<file path="config.mk">
export PLATFORM = sky130hd
export DESIGN_NAME = mult_arbiter
export DESIGN_NICKNAME = d
export VERILOG_FILES = /design/src/rtl/mult_arbiter.sv
export SDC_FILE = /design/constraint.sdc
export NUM_CORES = 1
export LEC_CHECK = 0
export CORE_MARGIN = 3
export CORE_UTILIZATION = 39
export DETAILED_ROUTE_END_ITERATION = 12
export PLACE_DENSITY = 0.91
export SLEW_MARGIN = 20
export SYNTH_ARGS = -nofsm -noshare
export SYNTH_HDL_FRONTEND = slang
export SYNTH_SLANG_ARGS = --single-unit
</file>
<file path="constraint.sdc">
create_clock -name clk -period 2.52 [get_ports clk]
set_input_delay 0.378 -clock clk [delete_from_list [all_inputs] [get_ports clk]]
set_output_delay 0.378 -clock clk [all_outputs]
set_load 0.01 [all_outputs]
</file>
<file path="src/rtl/mult_arbiter.sv">
// Round-robin arbiter sharing one 16x16 signed parity-checked multiplier among
// N_REQ requesters: grant, issue, wait for result, return, with a watchdog abort.
module mult_arbiter #(
  parameter int N_REQ   = 4,
  parameter int TIMEOUT = 255
) (
  input  logic                clk,
  input  logic                rst,
  input  logic [N_REQ-1:0]    req,
  input  logic [N_REQ*16-1:0] req_arg_a,
  input  logic [N_REQ-1:0]    req_arg_a_parity,
  input  logic [N_REQ*16-1:0] req_arg_b,
  input  logic [N_REQ-1:0]    req_arg_b_parity,
  output logic [N_REQ-1:0]    ack,
  output logic [N_REQ-1:0]    res_rdy,
  output logic [31:0]         res_data,
  output logic                res_parity,
  output logic                res_parity_error,
  output logic                res_timeout,
  output logic                m_req,
  output logic [15:0]         m_arg_a,
  output logic [15:0]         m_arg_b,
  output logic                m_arg_a_parity,
  output logic                m_arg_b_parity,
  input  logic                m_ack,
  input  logic [31:0]         m_result,
  input  logic                m_result_parity,
  input  logic                m_result_rdy,
  input  logic                m_arg_parity_error
);
  localparam int PW = $clog2(N_REQ);
  localparam int CW = 17;

  typedef enum logic [1:0] {
    IDLE  = 2'd0,
    ISSUE = 2'd1,
    WAIT  = 2'd2,
    RESP  = 2'd3
  } state_t;

  state_t        state, state_nx;
  logic [PW-1:0] ptr, ptr_nx, g, g_nx, pick;
  logic [CW-1:0] cnt, cnt_nx, cnt_inc;
  logic          timeout_hit;

  logic [N_REQ-1:0] ack_nx, res_rdy_nx;
  logic [31:0]      res_data_nx;
  logic             res_parity_nx, res_parity_error_nx, res_timeout_nx, m_req_nx;
  logic [15:0]      m_arg_a_nx, m_arg_b_nx;
  logic             m_arg_a_parity_nx, m_arg_b_parity_nx;

  // First set request bit searching from p upward, wrapping modulo N_REQ.
  function automatic logic [PW-1:0] rr_pick(input logic [N_REQ-1:0] r, input logic [PW-1:0] p);
    logic [PW:0]   c;
    logic [PW-1:0] sel;
    sel = p;
    for (int i = N_REQ - 1; i >= 0; i--) begin
      c   = {1'b0, p} + (PW+1)'(i);
      c   = (c >= (PW+1)'(N_REQ)) ? c - (PW+1)'(N_REQ) : c;
      sel = r[c[PW-1:0]] ? c[PW-1:0] : sel;
    end
    rr_pick = sel;
  endfunction

  function automatic logic [N_REQ-1:0] onehot(input logic [PW-1:0] idx);
    onehot = {{(N_REQ-1){1'b0}}, 1'b1} << idx;
  endfunction

  assign pick        = rr_pick(req, ptr);
  assign cnt_inc     = cnt + 17'd1;
  assign timeout_hit = (cnt_inc == CW'(TIMEOUT));

  // Next-state and next-output logic; every output is registered below.
  always_comb begin
    state_nx            = state;
    ptr_nx              = ptr;
    g_nx                = g;
    cnt_nx              = cnt;
    ack_nx              = {N_REQ{1'b0}};
    res_rdy_nx          = {N_REQ{1'b0}};
    res_data_nx         = 32'd0;
    res_parity_nx       = 1'b0;
    res_parity_error_nx = 1'b0;
    res_timeout_nx      = 1'b0;
    m_req_nx            = 1'b0;
    m_arg_a_nx          = m_arg_a;
    m_arg_b_nx          = m_arg_b;
    m_arg_a_parity_nx   = m_arg_a_parity;
    m_arg_b_parity_nx   = m_arg_b_parity;
    case (state)
      IDLE: begin
        if (|req) begin
          state_nx          = ISSUE;
          g_nx              = pick;
          cnt_nx            = {CW{1'b0}};
          ack_nx            = onehot(pick);
          m_req_nx          = 1'b1;
          m_arg_a_nx        = req_arg_a[{pick, 4'b0000} +: 16];
          m_arg_b_nx        = req_arg_b[{pick, 4'b0000} +: 16];
          m_arg_a_parity_nx = req_arg_a_parity[pick];
          m_arg_b_parity_nx = req_arg_b_parity[pick];
        end else begin
          state_nx = IDLE;
        end
      end
      ISSUE: begin
        cnt_nx = cnt_inc;
        if (timeout_hit) begin
          state_nx       = RESP;
          res_rdy_nx     = onehot(g);
          res_timeout_nx = 1'b1;
        end else if (m_ack) begin
          state_nx = WAIT;
        end else begin
          m_req_nx = 1'b1;
        end
      end
      WAIT: begin
        cnt_nx = cnt_inc;
        // A real result on the watchdog's last cycle still wins over the abort.
        if (m_result_rdy) begin
          state_nx            = RESP;
          res_rdy_nx          = onehot(g);
          res_data_nx         = m_result;
          res_parity_nx       = m_result_parity;
          res_parity_error_nx = m_arg_parity_error;
        end else if (timeout_hit) begin
          state_nx       = RESP;
          res_rdy_nx     = onehot(g);
          res_timeout_nx = 1'b1;
        end else begin
          state_nx = WAIT;
        end
      end
      RESP: begin
        state_nx = IDLE;
        ptr_nx   = (g == PW'(N_REQ - 1)) ? {PW{1'b0}} : g + PW'(1);
      end
      default: begin
        state_nx = IDLE;
      end
    endcase
  end

  // State, pointer, watchdog and registered outputs.
  always_ff @(posedge clk) begin
    if (rst) begin
      state            <= IDLE;
      ptr              <= {PW{1'b0}};
      g                <= {PW{1'b0}};
      cnt              <= {CW{1'b0}};
      ack              <= {N_REQ{1'b0}};
      res_rdy          <= {N_REQ{1'b0}};
      res_data         <= 32'd0;
      res_parity       <= 1'b0;
      res_parity_error <= 1'b0;
      res_timeout      <= 1'b0;
      m_req            <= 1'b0;
      m_arg_a          <= 16'd0;
      m_arg_b          <= 16'd0;
      m_arg_a_parity   <= 1'b0;
      m_arg_b_parity   <= 1'b0;
    end else begin
      state            <= state_nx;
      ptr              <= ptr_nx;
      g                <= g_nx;
      cnt              <= cnt_nx;
      ack              <= ack_nx;
      res_rdy          <= res_rdy_nx;
      res_data         <= res_data_nx;
      res_parity       <= res_parity_nx;
      res_parity_error <= res_parity_error_nx;
      res_timeout      <= res_timeout_nx;
      m_req            <= m_req_nx;
      m_arg_a          <= m_arg_a_nx;
      m_arg_b          <= m_arg_b_nx;
      m_arg_a_parity   <= m_arg_a_parity_nx;
      m_arg_b_parity   <= m_arg_b_parity_nx;
    end
  end

endmodule

</file>
Yosys cells after proc, flatten, opt, wreduce, memory -nomap -nowiden
Index checks and enable logic that the tools add are counted.
- $add $sub $neg: 9
- magnitude comparators: 9
- eq/ne operators: 7
- shift-type cells: 4
- mux-type cells: 39
- bitwise operators: 4
- reductions and logical operators: 8
- operators by type and width (operator ; count):
    $shiftx A64 B7 Y16 ; 2
    $pmux W17 S2 ; 1
    $mux W2 ; 11
    $add A17 B1 Y17 const B ; 1
    $eq A17 B8 Y1 const B ; 1
    $mux W17 ; 1
    $lt A2 B3 Y1 const B ; 5
    $mux W1 ; 14
    $bmux W1 S2 ; 6
    $ge A3 B3 Y1 const B ; 3
    $mux W4 ; 2
    $pmux W2 S4 ; 1
    $pmux W4 S2 ; 1
    $shl A1 B2 Y4 const A ; 2
    $sub A2 B1 Y2 const B ; 4
    $add A2 B2 Y3 const B ; 2
    $eq A2 B2 Y1 const B ; 3
    $reduce_or A3 Y1 ; 2
    $not A1 Y1 ; 4
    $pmux W1 S2 ; 2
    $reduce_and A2 Y1 ; 2
    $reduce_or A4 Y1 ; 1
    $add A2 B1 Y3 const B ; 1
    $ge A2 B3 Y1 const B ; 1
    other kinds (7) ; 7
- register bits: 101
- bits of input ports: 178
- output and inout port bits: 78
- logic and storage cells: 95

Longest topological paths before layout
- word-level depth: 11
- depth in mapped cells: 10
- depth with buffers taken out: 9

Least setup slack after synthesis
Ideal clock, no wire load.
- path type: register to register
- from: reg cnt[0]
- to: reg state[0]
- library setup time: 86 ps
- arrival: 2093 ps
- data required time: 2434 ps
- path slack: 341 ps
- cell stages (with the launch flop): 9
- buffers on the path: 0
- clock period less this slack: 2179 ps
- cell sequence: dfxtp_1 ha_1 nand3_1 nor4_1 o211ai_1 a22oi_1 a31oi_1 or2_0 a221oi_2
- word-level cells in the longest chain between the ends: 5
- elaborated cells on any way between the ends: 7
- classes of those cells: 1 x add/sub; 2 x eq/ne; 4 x mux
- RTL lines (what ; line ; source):
    start, declared ; 43 ; logic [CW-1:0] cnt, cnt_nx, cnt_inc;
    start signal, assigned ; 151 ; cnt <= {CW{1'b0}};
    start signal, assigned ; 167 ; cnt <= cnt_nx;
    $add A17 B1 Y17 * ; 70 ; assign cnt_inc = cnt + 17'd1;
    $eq A17 B8 Y1 * ; 71 ; assign timeout_hit = (cnt_inc == CW'(TIMEOUT));
    $mux W1 ; 127 ; end else if (timeout_hit) begin
    $mux W1 ; 121 ; if (m_result_rdy) begin
    $pmux W2 S4 ; 90 ; case (state)
    end signal, assigned ; 164 ; state <= state_nx;
    end, declared ; 41 ; state_t state, state_nx;
Every way passes the cells marked *; elsewhere a longest branch is shown, timed or not.
A chain may end at the register's enable or synchronous reset.

Final worst setup path
- from: in req[0]
- to: reg m_arg_b[0]
- word-level cells in the longest chain between the ends: 7
- elaborated cells on any way between the ends: 15
- classes of those cells: 1 x shift; 12 x mux; 2 x reduce/logical
- RTL lines (what ; line ; source):
    start, declared ; 9 ; input logic [N_REQ-1:0] req,
    $bmux W1 S2 ; 60 ; sel = r[c[PW-1:0]] ? c[PW-1:0] : sel;
    $mux W1 (implied by the code) ; 60 ;
    $mux W2 (4 in a row) ; 60 ;
    $shiftx A64 B7 Y16 ; 99 ; m_arg_b_nx = req_arg_b[{pick, 4'b0000} +: 16];
    end signal, assigned ; 176 ; m_arg_b <= m_arg_b_nx;
    end, declared ; 22 ; output logic [15:0] m_arg_b,
Parallel ways exist; a longest one is shown, timed or not. The select of a mux whose other input is x is not followed.

==> impl_metrics.csv <==
group,metric,value,unit
final_layout,final_layout_size_suffix_gt1_share,12.2,%
timing,finalCriticalPeriod,2.40,ns
cts,root_buffer,"clkbuf_16",
synth,synth-seq-cells,101,
worst_hold_path,hold_class,"flop to flop",
job,maxCapViolations,0,
die,fp.dieW,115,µm
worst_setup_path,start_kind,"input pin",
worst_setup_path,worst-setup-path-type,"input pin to flop",
power_and_ir_drop,p_clk_share,24.9,%
cts,clk_latency,0.34,ns
synth,ys_warn_count,0,
power_and_ir_drop,p_leak,2.90,nW
status,outcome,"finished, final reports clean",
synth,ys.flop_type,"dfxtp_1",
timing,setup_viol,0,
synth,async_flop_share,0,%
timing,setup_tns,0,ns
final_layout,nets,897,
cts,cts-htree-levels,3,
grt,grt_pass1_vias,4659,
timing,drv_slew,0,
power_and_ir_drop,p_per_area,751,nW/µm²
final_layout,antenna_cells,0,
routing,drtPass1Iterations,5,
worst_setup_path,arrival,2.61,ns
synth,synth_top_area_share,43.8,%
timing,whs,0.490,ns
grt,grt_max_degree,35,
power_and_ir_drop,power.internal,3.98,mW
synth,ys_types,50,
routing,antenna_left,0,
worst_setup_path,path_max_fanout,13,
power_and_ir_drop,switching_share,32.0,%
cts,postCtsSetupRepairBufs,0,
cts,cts_inserted_buffers,9,
synth,ys_seq_area_share,43.8,%
die,fp-row-count,39,
placement,place_area,7440,µm²
cts,hold_buffers,0,
final_layout,fillers,794,
grt,grt_use_total,23.7,%
placement,dp_cells,841,
synth,yosys-top-cells-count,"dfxtp_1 (101), nor2_1 (41), and2_1 (39), a21oi_1 (28)",
synth,yosysMostFrequentCell,"dfxtp_1",
routing,drc_errors,0,
cts,cts_tree,"yes",
worst_setup_path,cp-end-kind,"flop",
grt,antenna_found_initial,0,
timing,relSlewSlack,56.4,%
power_and_ir_drop,peakVddDrop,0.000516,V
cts,cts_sinks,101,
power_and_ir_drop,p_total,5.85,mW
cts,path_clk_slew,0.07,ns
die,start_util,40.2,%
worst_setup_path,required,2.73,ns
routing,drt_iter0_drc,411,
timing,hold_viol,0,
power_and_ir_drop,combPwrFrac,40.0,%
die,core_region_area,11500,µm²
timing,final.period_utilization,95.2,%
grt,grt_pass1_wl,24.6,mm
die,die_h,115,µm
die,die_area,13200,µm²
synth,synth_fp_nets,640,
final_layout,area_growth,69.0,%
final_layout,final_cells,857,
timing,skew,0.00781,ns
synth,synth_top_cell_by_area,"dfxtp_1",
grt,grt-ovfl-total,0,
synth,syn_area_per_cell,10.2,µm²
power_and_ir_drop,power_switching,1.87,mW
synth,synth-edff-count,0,
die,io_pins,256,
final_layout,final_area,7790,µm²
routing,post_drt_via_cell_ratio,5.50,
synth,netlist_instances,452,
placement,finalWeightedCongestion,0.908,
timing,fmax,417,MHz
timing,worstMarginPinSlew,0.653,ns
synth,netlist_area,4610,µm²
cts,clk_path_buf_depth,2,
placement,post-dp-hpwl,12.7,mm
power_and_ir_drop,seqPwrFrac,35.2,%
routing,num_vias,4710,
synth,synth.area.top_cells,"dfxtp_1 (44%), mux4_2 (13%), and2_1 (5.3%)",
routing,avgRoutedWirePerCell,19.4,µm
placement,io_buffers,255,
routing,wl,16.6,mm
==> kinds of logic after synthesis <==
logic type	after synthesis	synth area share, %
xor+xnor	3	0.570
compound gates	109	16.8
fa+ha+maj	10	2.71
buf+inv	43	3.72
flops	101	43.8
mux	37	15.2
simple gates	149	17.2
==> layout make-up <==
class	instances	area, µm²	area share (%)
Timing Repair Buffer	278	2780	35.6
Multi-Input combinational cell	308	2460	31.5
Sequential cell	101	2020	26.0
Clock buffer	10	239	3.07
Tap cell	143	179	2.30
Clock inverter	6	77.6	0.995
Inverter	11	41.3	0.530
==> cells in the final DEF (no fill, tap or decap), types with 2 or more instances in the layout <==
| cell | instances |
|---|---|
| and2b_1 | 2 |
| buf_4 | 19 |
| and3_1 | 3 |
| or3_1 | 3 |
| a22oi_1 | 15 |
| inv_8 | 2 |
| buf_12 | 4 |
| nand2_1 | 12 |
| clkbuf_16 | 9 |
| mux2_2 | 4 |
| nor2b_1 | 3 |
| nor4_2 | 2 |
| nor3_1 | 12 |
| a21o_1 | 9 |
| a21oi_1 | 28 |
| o21ai_0 | 16 |
| clkdlybuf4s50_1 | 255 |
| mux4_2 | 26 |
| and2_1 | 39 |
| o22ai_1 | 3 |
| nand4_1 | 6 |
| nor2_1 | 38 |
| inv_6 | 2 |
| nor3b_1 | 2 |
| nor2_2 | 3 |
| a22o_1 | 26 |
| dfxtp_1 | 99 |
| or4_1 | 3 |
| dfxtp_2 | 2 |
| nand2b_1 | 4 |
| mux2i_1 | 7 |
| xnor2_1 | 2 |
| inv_1 | 11 |
| or2_2 | 2 |
| ha_1 | 9 |
| nand3_1 | 7 |
==> worst paths after layout <==
path                from          end  slack [ns]  cells past startpoint
max               req[0]   m_arg_b[0]        0.12                      9
min          m_arg_b[14]  m_arg_b[14]        0.49                      1
max reg2reg       cnt[0]     state[0]        0.18                      9
min reg2reg  m_arg_b[14]  m_arg_b[14]        0.49                      1
==> registers in the layout, indices dropped and copies added, names as in the netlist <==
| register | flops |
|---|---|
| res_data | 32 |
| cnt | 17 |
| m_arg_a | 16 |
| m_arg_b | 16 |
| ack | 4 |
| res_rdy | 4 |
| g | 2 |
| ptr | 2 |
| state | 2 |
| m_arg_a_parity | 1 |
| m_arg_b_parity | 1 |
| m_req | 1 |
| res_parity | 1 |
| res_parity_error | 1 |
| res_timeout | 1 |
==> per-layer routing <==
metal / share of wire (%) / vias up / global-route usage, %
li1: - / 2171 / -
met1: 36 / 2235 / 25.8
met2: 53 / 251 / 43.6
met3: 7.9 / 53 / 6.47
met4: 3.5 / 0 / 9.39
met5: 0 / - / 0
==> critical path, cell delays in order <==
cell and delay, ns:
clkdlybuf4s50_1 0.49, inv_1 0.13, o22ai_1 0.09, a222oi_1 0.49, buf_4 0.29, buf_12 0.16, mux2_2 0.33, a22oi_1 0.14
o21ai_0 0.11
==> power by group through the flow <==
stage | logic, mW | clock network, mW | registers, mW
after floorplan | 0.996 | 0 | 2.17
after global placement | 2.24 | 0 | 2.06
after detailed placement | 2.31 | 0 | 2.08
after CTS | 2.34 | 1.48 | 2.05
after global routing | 2.50 | 1.54 | 2.09
final | 2.34 | 1.45 | 2.06
==> metrics by stage <==
| step | util, % | setup WS (ns) |
|---|---|---|
| after floorplan | - | 0.341 |
| after global placement | 64.9 | 0.0208 |
| after detailed placement | 64.9 | -0.181 |
| after CTS | 67.7 | 0.142 |
| after global routing | 68.0 | -0.0232 |
| final | 68.0 | 0.121 |
==> timing repair <==
item | CTS | global route
endpoints found under the hold margin | 0 | 0
gates resized for setup | 0 | 9
endpoints found under the setup margin | 0 | 7
Note: power is estimated with default switching activity, not from simulation.
